`config.mk`:
```
export PLATFORM = sky130hd
export DESIGN_NAME = vector_alu_sequencer
export DESIGN_NICKNAME = d
export VERILOG_FILES = /design/src/rtl/vector_alu_sequencer.sv
export SDC_FILE = /design/constraint.sdc
export NUM_CORES = 1
export LEC_CHECK = 0
export BUFFER_PORTS_ARGS = -buffer_cell sky130_fd_sc_hd__buf_4
export CORE_MARGIN = 1
export CORE_UTILIZATION = 47
export CTS_BUF_LIST = sky130_fd_sc_hd__clkbuf_8 sky130_fd_sc_hd__clkbuf_16
export CTS_CLUSTER_DIAMETER = 60
export CTS_CLUSTER_SIZE = 8
export DETAILED_ROUTE_END_ITERATION = 7
export PLACE_DENSITY = 0.73
export SLEW_MARGIN = 20
export SYNTH_ARGS = -nofsm -noshare
export SYNTH_HDL_FRONTEND = slang
export SYNTH_SLANG_ARGS = --single-unit
export TNS_END_PERCENT = 1
```
`constraint.sdc`:
```
create_clock -name clk -period 2.45 [get_ports clk]
set_input_delay 0.6125 -clock clk [delete_from_list [all_inputs] [get_ports clk]]
set_output_delay 0.6125 -clock clk [all_outputs]
set_load 0.05 [all_outputs]
```
`src/rtl/vector_alu_sequencer.sv`:
```
// ============================================================================
// Module      : vector_alu_sequencer
// Description : Steps one shared scalar ALU across LANES vector elements,
//               one lane per clock. Optional macro VSEQ_DIVZERO_FLAG_EN adds
//               divide-by-zero saturation and the divz flag port.
// Revision    : 1.0 - initial release
// ============================================================================
`default_nettype none

module vector_alu_sequencer #(
    parameter  int N     = 16,
    parameter  int LANES = 4,
    localparam int LW    = (LANES > 1) ? $clog2(LANES) : 1
) (
    input  logic                 clk,
    input  logic                 rst_n,
    input  logic                 start,
    input  logic                 abort,
    input  logic [2:0]           op,
    input  logic [N*LANES-1:0]   va,
    input  logic [N*LANES-1:0]   vb,
    input  logic [LANES-1:0]     mask,
    output logic                 ready,
    output logic                 busy,
    output logic                 done,
    output logic [N*LANES-1:0]   vresult,
    output logic [N-1:0]         alu_a,
    output logic [N-1:0]         alu_b,
    output logic [2:0]           alu_f,
    input  logic [N-1:0]         alu_result
`ifdef VSEQ_DIVZERO_FLAG_EN
    ,
    output logic [LANES-1:0]     divz
`endif
);

    localparam logic [LW-1:0] c_last_lane = LW'(LANES - 1);
    localparam logic [2:0]    c_op_idle   = 3'b010;
`ifdef VSEQ_DIVZERO_FLAG_EN
    localparam logic [2:0]    c_op_div    = 3'b100;
`endif

    typedef enum logic [1:0] {
        S_IDLE = 2'd0,
        S_RUN  = 2'd1,
        S_DONE = 2'd2
    } state_t;

    state_t            r_state;
    state_t            w_next;
    logic [LW-1:0]     r_lane;
    logic [2:0]        r_op;
    logic [LANES-1:0]  r_mask;
    logic [N-1:0]      r_a   [LANES];
    logic [N-1:0]      r_b   [LANES];
    logic [N-1:0]      r_res [LANES];

    logic              w_last;
    logic              w_accept;
    logic              w_write;
    logic [N-1:0]      w_lane_val;
`ifdef VSEQ_DIVZERO_FLAG_EN
    logic [LANES-1:0]  r_divz;
    logic              w_divzero;
`endif

    assign w_last   = (r_lane == c_last_lane);
    assign w_accept = (r_state == S_IDLE) && start;
    // An aborted RUN cycle must not commit its lane.
    assign w_write  = (r_state == S_RUN) && !abort;

    always_ff @(posedge clk or negedge rst_n) begin
        if (!rst_n) begin
            r_state <= S_IDLE;
        end else begin
            r_state <= w_next;
        end
    end

    always_comb begin
        w_next = r_state;
        case (r_state)
            S_IDLE: if (start) w_next = S_RUN;
            S_RUN: begin
                if (abort)       w_next = S_IDLE;
                else if (w_last) w_next = S_DONE;
            end
            S_DONE:  w_next = S_IDLE;
            default: w_next = S_IDLE;
        endcase
    end

    always_comb begin
        w_lane_val = r_mask[r_lane] ? alu_result : r_a[r_lane];
`ifdef VSEQ_DIVZERO_FLAG_EN
        w_divzero  = (r_op == c_op_div) && r_mask[r_lane] && (r_b[r_lane] == '0);
        if (w_divzero) w_lane_val = '1;
`endif
    end

    always_ff @(posedge clk or negedge rst_n) begin
        if (!rst_n) begin
            r_lane <= '0;
            r_op   <= '0;
            r_mask <= '0;
            for (int i = 0; i < LANES; i++) begin
                r_a[i]   <= '0;
                r_b[i]   <= '0;
                r_res[i] <= '0;
            end
`ifdef VSEQ_DIVZERO_FLAG_EN
            r_divz <= '0;
`endif
        end else if (w_accept) begin
            r_lane <= '0;
            r_op   <= op;
            r_mask <= mask;
            for (int i = 0; i < LANES; i++) begin
                r_a[i] <= va[i*N +: N];
                r_b[i] <= vb[i*N +: N];
            end
`ifdef VSEQ_DIVZERO_FLAG_EN
            r_divz <= '0;
`endif
        end else if (w_write) begin
            r_res[r_lane] <= w_lane_val;
            // Counter parks on the last lane so non-power-of-two LANES never wraps.
            if (!w_last) r_lane <= r_lane + 1'b1;
`ifdef VSEQ_DIVZERO_FLAG_EN
            if (w_divzero) r_divz[r_lane] <= 1'b1;
`endif
        end
    end

    generate
        for (genvar g = 0; g < LANES; g++) begin : g_pack
            assign vresult[g*N +: N] = r_res[g];
        end
    endgenerate

    assign ready = (r_state == S_IDLE);
    assign busy  = (r_state == S_RUN);
    assign done  = (r_state == S_DONE);
    assign alu_a = busy ? r_a[r_lane] : '0;
    assign alu_b = busy ? r_b[r_lane] : '0;
    assign alu_f = busy ? r_op        : c_op_idle;
`ifdef VSEQ_DIVZERO_FLAG_EN
    assign divz  = r_divz;
`endif

endmodule

`default_nettype wire

```
Word level (Yosys, flattened, before mapping):

Index checks and enable logic that the tools add are counted.
Widths: inputs -> output; s select.

* mux-type cells: 22
* magnitude comparators: 3
* $add $sub $neg: 1
* eq/ne operators: 6
* bitwise logic cells: 2
* reductions and logical operators: 9

Operators by type and width (count)
* $mux 16: 8
* $bmux 16 s2: 2
* $bwmux 64: 1
* $demux 16 s2: 1
* $mux 2: 6
* $reduce_and 2->1: 3
* $eq 2x2->1 const B: 2
* $pmux 2 s2: 1
* $ge 3x3->1 const B: 1
* $logic_and 1x1->1: 3
* $lt 2x3->1 const B: 1
* $lt 3x1->1 const B: 1
* $mux 3: 1
* $ne 3x2->1 const B: 1
* $not 2->3: 1
* $add 2x1->2 const B: 1
* $bmux 1 s2: 1
* $eq 2x1->1 const B: 1
* $logic_not 2->1: 1
* $ne 2x1->1 const B: 1
* $ne 2x2->1 const B: 1
* $reduce_bool 2->1: 1
* $logic_not 1->1: 1
* $mux 1: 1
* $not 1->1: 1

* logic and storage cells: 59
* input bits: 155
* register bits: 203
* output and inout bits: 102

Depth between registers and ports, before layout:

Gate-level depths: netlist of the first run.

* word-level depth: 6
* depth in mapped cells: 10
* depth with buffers taken out: 5

Worst setup path after synthesis of the first run:

Ideal clock, no wire load.

* path type: register to output
* start point: register r_state[1]
* end point: output port alu_a[10]
* required time: 1837 ps
* slack: -11 ps
* path buffers: 1
* data arrival time: 1848 ps
* stages on the path, launching flop included: 4
* cells stage by stage: dfrtp_1 -> nor2b_1 -> clkbuf_1 -> and2_1

* cells in the longest elaborated chain, start to end: 2

RTL lines
* from (decl): line 49 `state_t r_state;`
* from (signal assigned): line 76 `r_state <= w_next;`
* $eq 2x1->1: line 142 `assign busy = (r_state == S_RUN);`
* named net busy: line 24 `output logic busy,`
* $mux 16: line 144 `assign alu_a = busy ? r_a[r_lane] : '0;`
* to (decl): line 27 `output logic [N-1:0] alu_a,`

The timed path passes the listed nets, and every way through them passes these cells.

Worst setup path after layout of the first run:

* start point: register r_lane[0]
* end point: output port alu_b[2]

* cells in the longest elaborated chain, start to end: 5

RTL lines
* from (decl): line 51 `logic [LW-1:0] r_lane;`
* from (signal assigned): line 128 `if (!w_last) r_lane <= r_lane + 1'b1;`
* $not 2->3 (implied by the code): line 145 `assign alu_b = busy ? r_b[r_lane] : '0;`
* $bmux 16 s2: line 145
* $mux 16 (implied by the code) (2 in a row): line 145
* $mux 16: line 145
* to (decl): line 28 `output logic [N-1:0] alu_b,`

No other way between the ends. The select of a mux whose other input is x is not followed.

==> results.json, run 1 <==
{
  "ir_drop_v": 0.0006825,
  "synth_fa_ha_area_share_pct": 0.5311,
  "violations": "negative setup slack",
  "max_stage_delay_ns": 0.52,
  "critPathMaxFanout": 5,
  "fin_setup_tns_ns": -6.130,
  "drt_first_iter_violations": 300,
  "outcome": "finished, violations left",
  "slew_viol_final": 0,
  "drtPass1Iterations": 4,
  "setup_violations": 32,
  "routedWlPerCell_um": 19.96,
  "fin_ws_ns": -0.2384,
  "drv_cap": 0,
  "tightest_slew_ns": 0.6661,
  "syn_area_um2": 9424,
  "r2r_setup_slack_ns": 0.10,
  "synth_warnings": 0,
  "powerDensity_nw_per_um2": 1496,
  "clk_path_buf_depth": 3,
  "multiInputGateArea_um2": 4128,
  "post_layout_nonfiller_instances": 1211,
  "path_class": "flip-flop to primary output",
  "top_layer": "met4",
  "clk_latency_ns": 0.52,
  "grt_max_degree": 74,
  "end_kind": "primary output",
  "start_kind": "flip-flop",
  "dpl.cell_count": 1165,
  "fillers": 1462,
  "synthXorXnorAreaFrac_pct": 0.09294,
  "syn_inst": 668,
  "pre_cts_ws_ns": 0.2568,
  "grt_first_pass_wirelength_mm": 37.01,
  "cp.arrival_ns": 2.08,
  "p_leak_nw": 5.775,
  "crit_path_cell_trace": "buf_12 > buf_16 > mux4_2 > and2_4 > buf_6",
  "synth-seq-area-share_pct": 53.90,
  "yosys.area_share.simple_pct": 9.891,
  "yosys-top-cells-area": "dfrtp_1 (54%), mux2_2 (16%), mux4_2 (7.2%)",
  "synth.top_cell.area_share_pct": 53.90,
  "met1_length_mm": 10.20,
  "postSynthAreaPerCell_um2": 14.11,
  "critPathRequiredTime_ns": 1.84,
  "viasPerCell": 5.353,
  "slowest_stage": "dfrtp_4",
  "final_nets": 1102,
  "synthMuxAreaShare_pct": 24.52,
  "gp_congestion": 0.7846,
  "grtUsageTotal_pct": 23.88,
  "period_share_pct": 109.7,
  "drive_gt1_share_pct": 59.79,
  "die_h_um": 143.6,
  "grt_pass1_vias": 6711,
  "hpwl_mm": 16.38,
  "seqCellArea_um2": 5087,
  "yosys.area.top_type": "dfrtp_1",
  "cts_tree": "built",
  "drc": 0,
  "die_x_um": 143.6,
  "hold_violations": 0,
  "hold_class": "input pin to asynchronous set/reset pin",
  "fp.dieArea_um2": 20620,
  "antenna_left": 0,
  "wl_met2_mm": 11.81,
  "p_total_mw": 19.29,
  "rsz0062_at_grt": "true",
  "finClkSkew_ns": 0.02002,
  "row_count": 51,
  "htreeDepth": 1,
  "max_freq_ghz": 0.3720,
  "drt-total-wl_mm": 24.17,
  "synth_top_family_by_area": "multiplexers",
  "initial_core_util_pct": 48.11,
  "cp.buffers_inverters": 3,
  "slew_headroom_pct": 55.59,
  "wl_met3_mm": 1.286,
  "antenna_found_initial": 1,
  "grt.overflow.total": 0,
  "cts_sinks": 203,
  "finalHoldWorstSlack_ns": 0.02141,
  "synth-seq-cells": 203,
  "syn_nets": 827,
  "synth_compound_area_share_pct": 7.448,
  "cts_made_buffers": 29,
  "path_clk_slew_ns": 0.05,
  "area_delta_synth_final_pct": 36.78,
  "cts-root-buf": "clkbuf_16",
  "num_io_pins": 257,
  "fp.coreArea_um2": 19590,
  "vias": 6482,
  "crit_family": "flip-flops",
  "period_minus_slack_ns": 2.688,
  "port_buffers": 256,
  "ys_types": 28
}
## repair_timing
| item | CTS | global route |
|---|---|---|
| pin swaps | 6 | 3 |
| resized for setup | 78 | 13 |
| hold buffers | 0 | 0 |
| buffers inserted | 8 | 2 |
| gates cloned | 3 | 0 |
| setup endpoints to repair | 35 | 93 |
## worst reg2reg max path, stage by stage (launching register included)
cell      delay (ns)
dfrtp_4         0.52
buf_6           0.17
buf_4           0.15
buf_4           0.14
mux4_2          0.64
nand2b_1        0.39
a31oi_1         0.24
## registers in the layout (all words and copies together), names as in the netlist
signal   flops
r_b         64
r_mask       4
r_lane       2
r_a         64
r_state      2
vresult     64
r_op         3
## Yosys cell counts (all sizes together)
cell type	instances
nor2	67
or2	1
nor4bb	3
nor4b	1
xnor2	1
buf	30
mux2	137
and2b	8
mux2i	1
inv	2
nor2b	10
a31oi	64
clkbuf	18
ha	4
nand2b	17
and2	51
and4bb	1
a22oi	16
mux4	33
dfrtp	203
## where the power goes
| part | switching, mW | internal, mW |
|---|---|---|
| sequential | 0.825 | 4.76 |
| combinational | 5.82 | 4.38 |
| clock | 1.34 | 2.16 |
## cell families (layout without fill, tap and decap cells)
logic type,Yosys count,in the layout
DFF,203,203
muxes,171,171
and+or+nand+nor,159,159
AOI/OAI and AO/OA,80,80
buffers and inverters,50,327
adders and majority gates,4,4
xor gates and xnor gates,1,1
other,0,1
## path summary, 6_finish.rpt
check                           from          end  cells after the start
min in group clk               vb[3]      r_b[51]                      2
hold reg to reg              r_op[0]      r_op[0]                      1
setup / recovery           r_lane[0]     alu_b[2]                      5
hold / removal                 rst_n      r_b[36]                      1
max in group asynchronous      rst_n   r_state[1]                      2
setup reg to reg           r_lane[0]  vresult[51]                      6
## per-layer routing
metal / vias to the layer above / GRT usage, %
li1: 2960 / -
met2: 208 / 38.32
met4: 0 / 9.239
met5: - / 0
met3: 49 / 4.598
met1: 3265 / 32.12
## cells in the final DEF, fill, tap and decap left out
cell type	netlist	routed
a22oi_1	5	5
a22oi_2	3	3
a22oi_4	8	8
a31oi_1	55	55
a31oi_2	9	9
and2_1	51	18
and2_4	0	33
and2b_1	8	8
and4bb_2	1	1
buf_12	0	13
buf_16	0	2
buf_4	6	238
buf_6	16	32
buf_8	0	6
bufinv_16	0	1
clkbuf_16	0	29
clkbuf_8	0	1
dfrtp_1	203	199
dfrtp_2	0	3
dfrtp_4	0	1
diode_2	0	1
ha_1	4	4
inv_1	2	5
mux2_2	136	136
mux2_4	1	1
mux2i_1	1	1
mux4_2	30	33
nand2b_1	7	7
nand2b_4	10	10
nor2_1	67	67
nor2b_1	10	9
nor2b_4	0	1
nor4b_1	1	1
nor4bb_4	0	3
or2_2	1	1
xnor2_1	1	1
## per-stage QoR
stage	util (%)	cell area, um2
floorplan	-	9425
global route	65.80	12890
finish	65.80	12890
detailed placement	59.78	11710
global placement	59.78	11710
CTS	65.62	12850
## cell type report
| type | count | share of cell area (%) |
|---|---|---|
| diodes | 1 | 0.01941 |
| multi-input cells | 415 | 32.02 |
| flip-flops and latches | 203 | 39.47 |
| well taps | 265 | 2.572 |
| clock inverters | 4 | 0.3203 |
| clock buffers | 29 | 5.630 |
| inverters | 2 | 0.05824 |
| repair buffers | 292 | 19.91 |
(Power assumes the default switching activity.)
==> run 2: changes to the inputs <==
CORE_ASPECT_RATIO = 0.6   (was unset)
==> run 2 against run 1 <==
  * The flow still finishes with violations (negative setup slack)
  * Maximum frequency rose by 1.4%
  * Die area barely moved
  * Worst hold slack improved by 0.076 ns
  * Power fell by 1.3%
  * Wire length rose by 2.3%
  * Setup slack improved by 0.038 ns
  * Non-clock buffer count fell by 5
  * Sequential power rose by 0.9%
==> results.json, run 2 (synthesis results as in run 1) <==
{
  "outcome": "finished, violations left",
  "violations": "negative setup slack",
  "slew_headroom_pct": 52.65,
  "grt.overflow.total": 0,
  "fp.coreArea_um2": 19320,
  "cts_sinks": 203,
  "fin_setup_tns_ns": -5.279,
  "slew_viol_final": 0,
  "rsz0062_at_grt": "true",
  "port_buffers": 256,
  "cts_tree": "built",
  "hold_violations": 0,
  "ir_drop_v": 0.0008795,
  "met1_usage_pct": 38.78,
  "final_cell_mix": "buf_4 (238), dfrtp_1 (199), mux2_2 (136)",
  "period_minus_slack_ns": 2.650,
  "fp.dieArea_um2": 20640,
  "die_x_um": 184.8,
  "cp.arrival_ns": 2.04,
  "die_h_um": 111.7,
  "tightest_slew_ns": 0.7003,
  "period_share_pct": 108.2,
  "end_kind": "primary output",
  "hpwl_mm": 17.63,
  "row_count": 39,
  "drive_gt1_share_pct": 59.74,
  "htreeDepth": 1,
  "dpl_cell_area_um2": 11760,
  "drt_first_iter_violations": 400,
  "num_io_pins": 257,
  "drt-total-wl_mm": 24.71,
  "rr_worst_depth": 4,
  "layout_commonest_cell": "buf_4",
  "antenna_left": 0,
  "critPathMaxFanout": 14,
  "utilization_pct": 66.05,
  "final_area_um2": 12760,
  "initial_core_util_pct": 48.77,
  "grt_first_pass_wirelength_mm": 38.76,
  "path_class": "flip-flop to primary output",
  "hold_class": "input pin to asynchronous set/reset pin",
  "n_antenna_cell": 0,
  "cts-root-buf": "clkbuf_16",
  "drv_cap": 0,
  "drtPass1Iterations": 5,
  "met2_usage_pct": 34.16,
  "vias": 6550,
  "setup_violations": 32,
  "area_delta_synth_final_pct": 35.42,
  "powerDensity_nw_per_um2": 1492,
  "p_leak_nw": 5.715,
  "fin_ws_ns": -0.2000,
  "start_kind": "flip-flop",
  "final_nets": 1097,
  "routedWlPerCell_um": 20.51,
  "grtUsageTotal_pct": 24.60,
  "critPathRequiredTime_ns": 1.84,
  "top_usage_layer": "met1",
  "clk_path_buf_depth": 3,
  "gp_congestion": 0.8373,
  "grt_pass1_vias": 6817,
  "viasPerCell": 5.436,
  "max_freq_ghz": 0.3774,
  "drc": 0,
  "finClkSkew_ns": 0.008334,
  "antenna_found_initial": 0,
  "use_met3_pct": 5.528,
  "grt_max_degree": 68,
  "cts_made_buffers": 29,
  "path_clk_slew_ns": 0.05,
  "clk_latency_ns": 0.52
}
-- run 2: changes by cell type in the layout (fill, tap and decap cells not counted), sizes merged --
cell      before  now
diode          1    0
inv            5    4
clkinvlp       0    1
bufinv         1    0
buf          291  286
-- run 2: timing repair --
item                       4_1_cts  5_1_grt
setup endpoints to repair       34       34
pin swaps                        7        0
gates resized for setup         55       21
hold buffers                     0        0
setup buffers                    4        2
-- run 2: where the power goes --
part / total [mW] / switching [mW] / internal [mW]
combinational: 10.0 / 5.81 / 4.21
clock: 3.38 / 1.32 / 2.06
sequential: 5.64 / 0.877 / 4.76
total: 19.0 / 8.01 / 11.0
-- run 2: cell type report --
class / count / area (um2)
fill: 1495 / 6561
clock inverter: 3 / 15.01
sequential: 203 / 5087
timing repair buffer: 287 / 2464
multi-input combinational: 415 / 4130
clock buffer: 29 / 725.7
tap: 266 / 332.8
inverter: 2 / 7.507
-- run 2: path summary, 6_finish.rpt --
check	start	end	slack [ns]
setup / recovery	r_lane[0]	alu_a[0]	-0.20
min in group clk	va[40]	r_a[24]	0.33
setup reg to reg	r_lane[0]	vresult[1]	0.34
max in group asynchronous	rst_n	vresult[7]	1.66
hold reg to reg	r_op[2]	r_op[2]	0.50
hold / removal	rst_n	r_b[61]	0.1
-- run 2: stage by stage --
step,std cells,hold WS [ns],total power [mW],worst slack [ns]
3_5_place_dp,1167,0.4870,15.12,0.1998
4_1_cts,1203,0.1115,18.97,-0.2595
6_report,1205,0.09742,19.04,-0.2000
2_1_floorplan,668,0.3169,12.22,0.1875
5_1_grt,1205,0.1271,19.94,-0.2712
3_3_place_gp,1167,0.4809,14.96,0.2293
-- run 2: metal layers --
metal	vias to the layer above	wire [um]
met5	-	0
met4	0	478
met3	36	1779
met2	231	10320
met1	3335	12140
li1	2948	-
-- run 2: critical path: stages, from the launching register on --
cell	delay [ns]
dfrtp_4	0.46
buf_12	0.18
mux4_2	0.54
and2_4	0.18
buf_6	0.14
==> run 3: changes to the inputs <==
RECOVER_POWER = 25   (was unset)
==> run 3 against run 2 <==
  * The flow finishes with violations (max-capacitance violations, max-slew violations, negative setup slack)
  * Core utilization decreased by 0.17 points
  * Clock power about the same
  * Flip-flop and latch count did not move
  * Largest power group unchanged
==> results.json, run 3 (synthesis results as in run 1) <==
{
  "outcome": "finished, violations left",
  "violations": "max-capacitance violations, max-slew violations, negative setup slack",
  "max_freq_ghz": 0.3775,
  "multiInputGateArea_um2": 4130,
  "wl_met3_mm": 1.863,
  "seq_power_share_pct": 29.7,
  "period_minus_slack_ns": 2.649,
  "grtUsageTotal_pct": 24.60,
  "final_nets": 1097,
  "crit_path_cell_trace": "buf_12 > mux4_2 > and2_4 > buf_6",
  "cts_tree": "built",
  "final_area_um2": 12730,
  "path_class": "flip-flop to primary output",
  "final_cell_mix": "buf_4 (238), dfrtp_1 (199), mux2_2 (136)",
  "drive_gt1_share_pct": 59.74,
  "period_share_pct": 108.1,
  "p_comb_share_pct": 52.6,
  "port_buffers": 256,
  "rsz0062_at_grt": "true",
  "p_switching_mw": 8.004,
  "intPower_mw": 11.02,
  "htreeDepth": 1,
  "fin_ws_ns": -0.1989,
  "hpwl_mm": 17.63,
  "grt_max_degree": 68,
  "row_count": 39,
  "wl_met2_mm": 10.18,
  "rr_worst_depth": 6,
  "die_h_um": 111.7,
  "ir_drop_v": 0.0008796,
  "drtPass1Iterations": 4,
  "cts_sinks": 203,
  "p_leak_nw": 5.702,
  "die_x_um": 184.8,
  "num_io_pins": 257,
  "tightest_slew_ns": 1.655,
  "gp_congestion": 0.8373,
  "cts.hold.buffers_added": 0,
  "hold_violations": 0,
  "slew_headroom_pct": -10.36,
  "cts-root-buf": "clkbuf_16",
  "slowest_stage": "mux4_2",
  "initial_core_util_pct": 48.77,
  "r2r_setup_slack_ns": 0.34,
  "path_clk_slew_ns": 0.05,
  "n_antenna_cell": 0,
  "hold_class": "input pin to flip-flop",
  "antenna_left": 0,
  "cp.arrival_ns": 2.04,
  "p_sw_share_pct": 42.07,
  "drv_cap": 1,
  "dpl_cell_area_um2": 11760,
  "grt.overflow.total": 0,
  "min_to": "r_a[24]",
  "drt_first_iter_violations": 426,
  "met1_length_mm": 12.05,
  "grt_pass1_vias": 6817,
  "critPathRequiredTime_ns": 1.84,
  "cts_made_buffers": 29,
  "fp.coreArea_um2": 19320,
  "max_stage_delay_ns": 0.54,
  "area_delta_synth_final_pct": 35.06,
  "end_kind": "primary output",
  "drc": 0,
  "critPathMaxFanout": 14,
  "drt-total-wl_mm": 24.57,
  "pwr-share-clk_pct": 17.8,
  "powerDensity_nw_per_um2": 1495,
  "fin_setup_tns_ns": -5.252,
  "min_path_cells": 2,
  "clk_latency_ns": 0.52,
  "fp.dieArea_um2": 20640,
  "slew_viol_final": 67,
  "routedWlPerCell_um": 20.39,
  "viasPerCell": 5.372,
  "antenna_found_initial": 0,
  "finClkSkew_ns": 0.007071,
  "grt_first_pass_wirelength_mm": 38.76,
  "setup_violations": 32,
  "seqCellArea_um2": 5087,
  "top_layer": "met4",
  "timing.rr.end": "r_lane[1]",
  "r2r_start": "r_lane[0]",
  "fillers": 1502,
  "start_kind": "flip-flop",
  "clk_path_buf_depth": 3,
  "vias": 6473,
  "worstHoldStart": "va[40]",
  "layout_commonest_cell": "buf_4"
}
==> run 3: cell count changes in the layout (fill, tap and decap cells not counted), sizes merged <==
cell / previous run / this run
clkbuf: 30 / 32
buf: 286 / 284
==> run 3: area by class of cell <==
type                       count  area share, %
inverter                       2        0.05898
sequential                   203          39.97
clock buffer                  29          5.701
tap                          266          2.615
multi-input combinational    415          32.45
clock inverter                 3         0.1180
timing repair buffer         287          19.09
==> run 3: worst max path at each step <==
stage	to	startpoint	cells after the start
2_1_floorplan	alu_b[0]	r_lane[0]	4
3_3_place_gp	alu_a[11]	r_lane[0]	4
3_5_place_dp	alu_a[11]	r_lane[0]	4
4_1_cts	alu_a[15]	r_lane[0]	4
5_1_grt	alu_a[14]	r_lane[0]	4
6_report	alu_a[0]	r_lane[0]	4
==> run 3: per-stage QoR <==
stage               setup WS [ns]  utilization (%)  hold WS (ns)  instances  power (mW)
finish                    -0.1989            65.87        0.3258       1205       19.03
global route              -0.2712            65.87        0.3085       1205       19.94
CTS                       -0.2595            65.60        0.1115       1203       18.97
detailed placement         0.1998            60.85        0.4870       1167       15.12
global placement           0.2293            60.85        0.4809       1167       14.96
floorplan                  0.1875                -        0.3169        668       12.22
==> run 3: metal layers <==
| layer | global-route usage [%] | vias to the layer above |
|---|---|---|
| li1 | - | 2952 |
| met2 | 34.16 | 224 |
| met4 | 5.840 | 0 |
| met5 | 0 | - |
| met3 | 5.528 | 36 |
| met1 | 38.78 | 3261 |
==> run 3: repair_timing <==
action / CTS / global route
pin swaps: 7 / 0
cloned: 0 / 0
resized for setup: 55 / 21
setup buffers: 4 / 2
endpoints found under the setup margin: 34 / 34
==> run 3: power by group through the flow <==
stage	logic, mW	registers, mW	clock network [mW]
detailed placement	9.47	5.65	0
finish	10.0	5.64	3.38
global route	10.5	5.79	3.60
global placement	9.35	5.61	0
CTS	9.90	5.62	3.45
floorplan	5.00	7.23	0
==> run 3: critical path, delay by kind of cell, from the launching register on <==
kind	cells	cell delay (ns)
flops	1	0.46
mux	1	0.54
buf+inv	2	0.32
simple gates	1	0.18
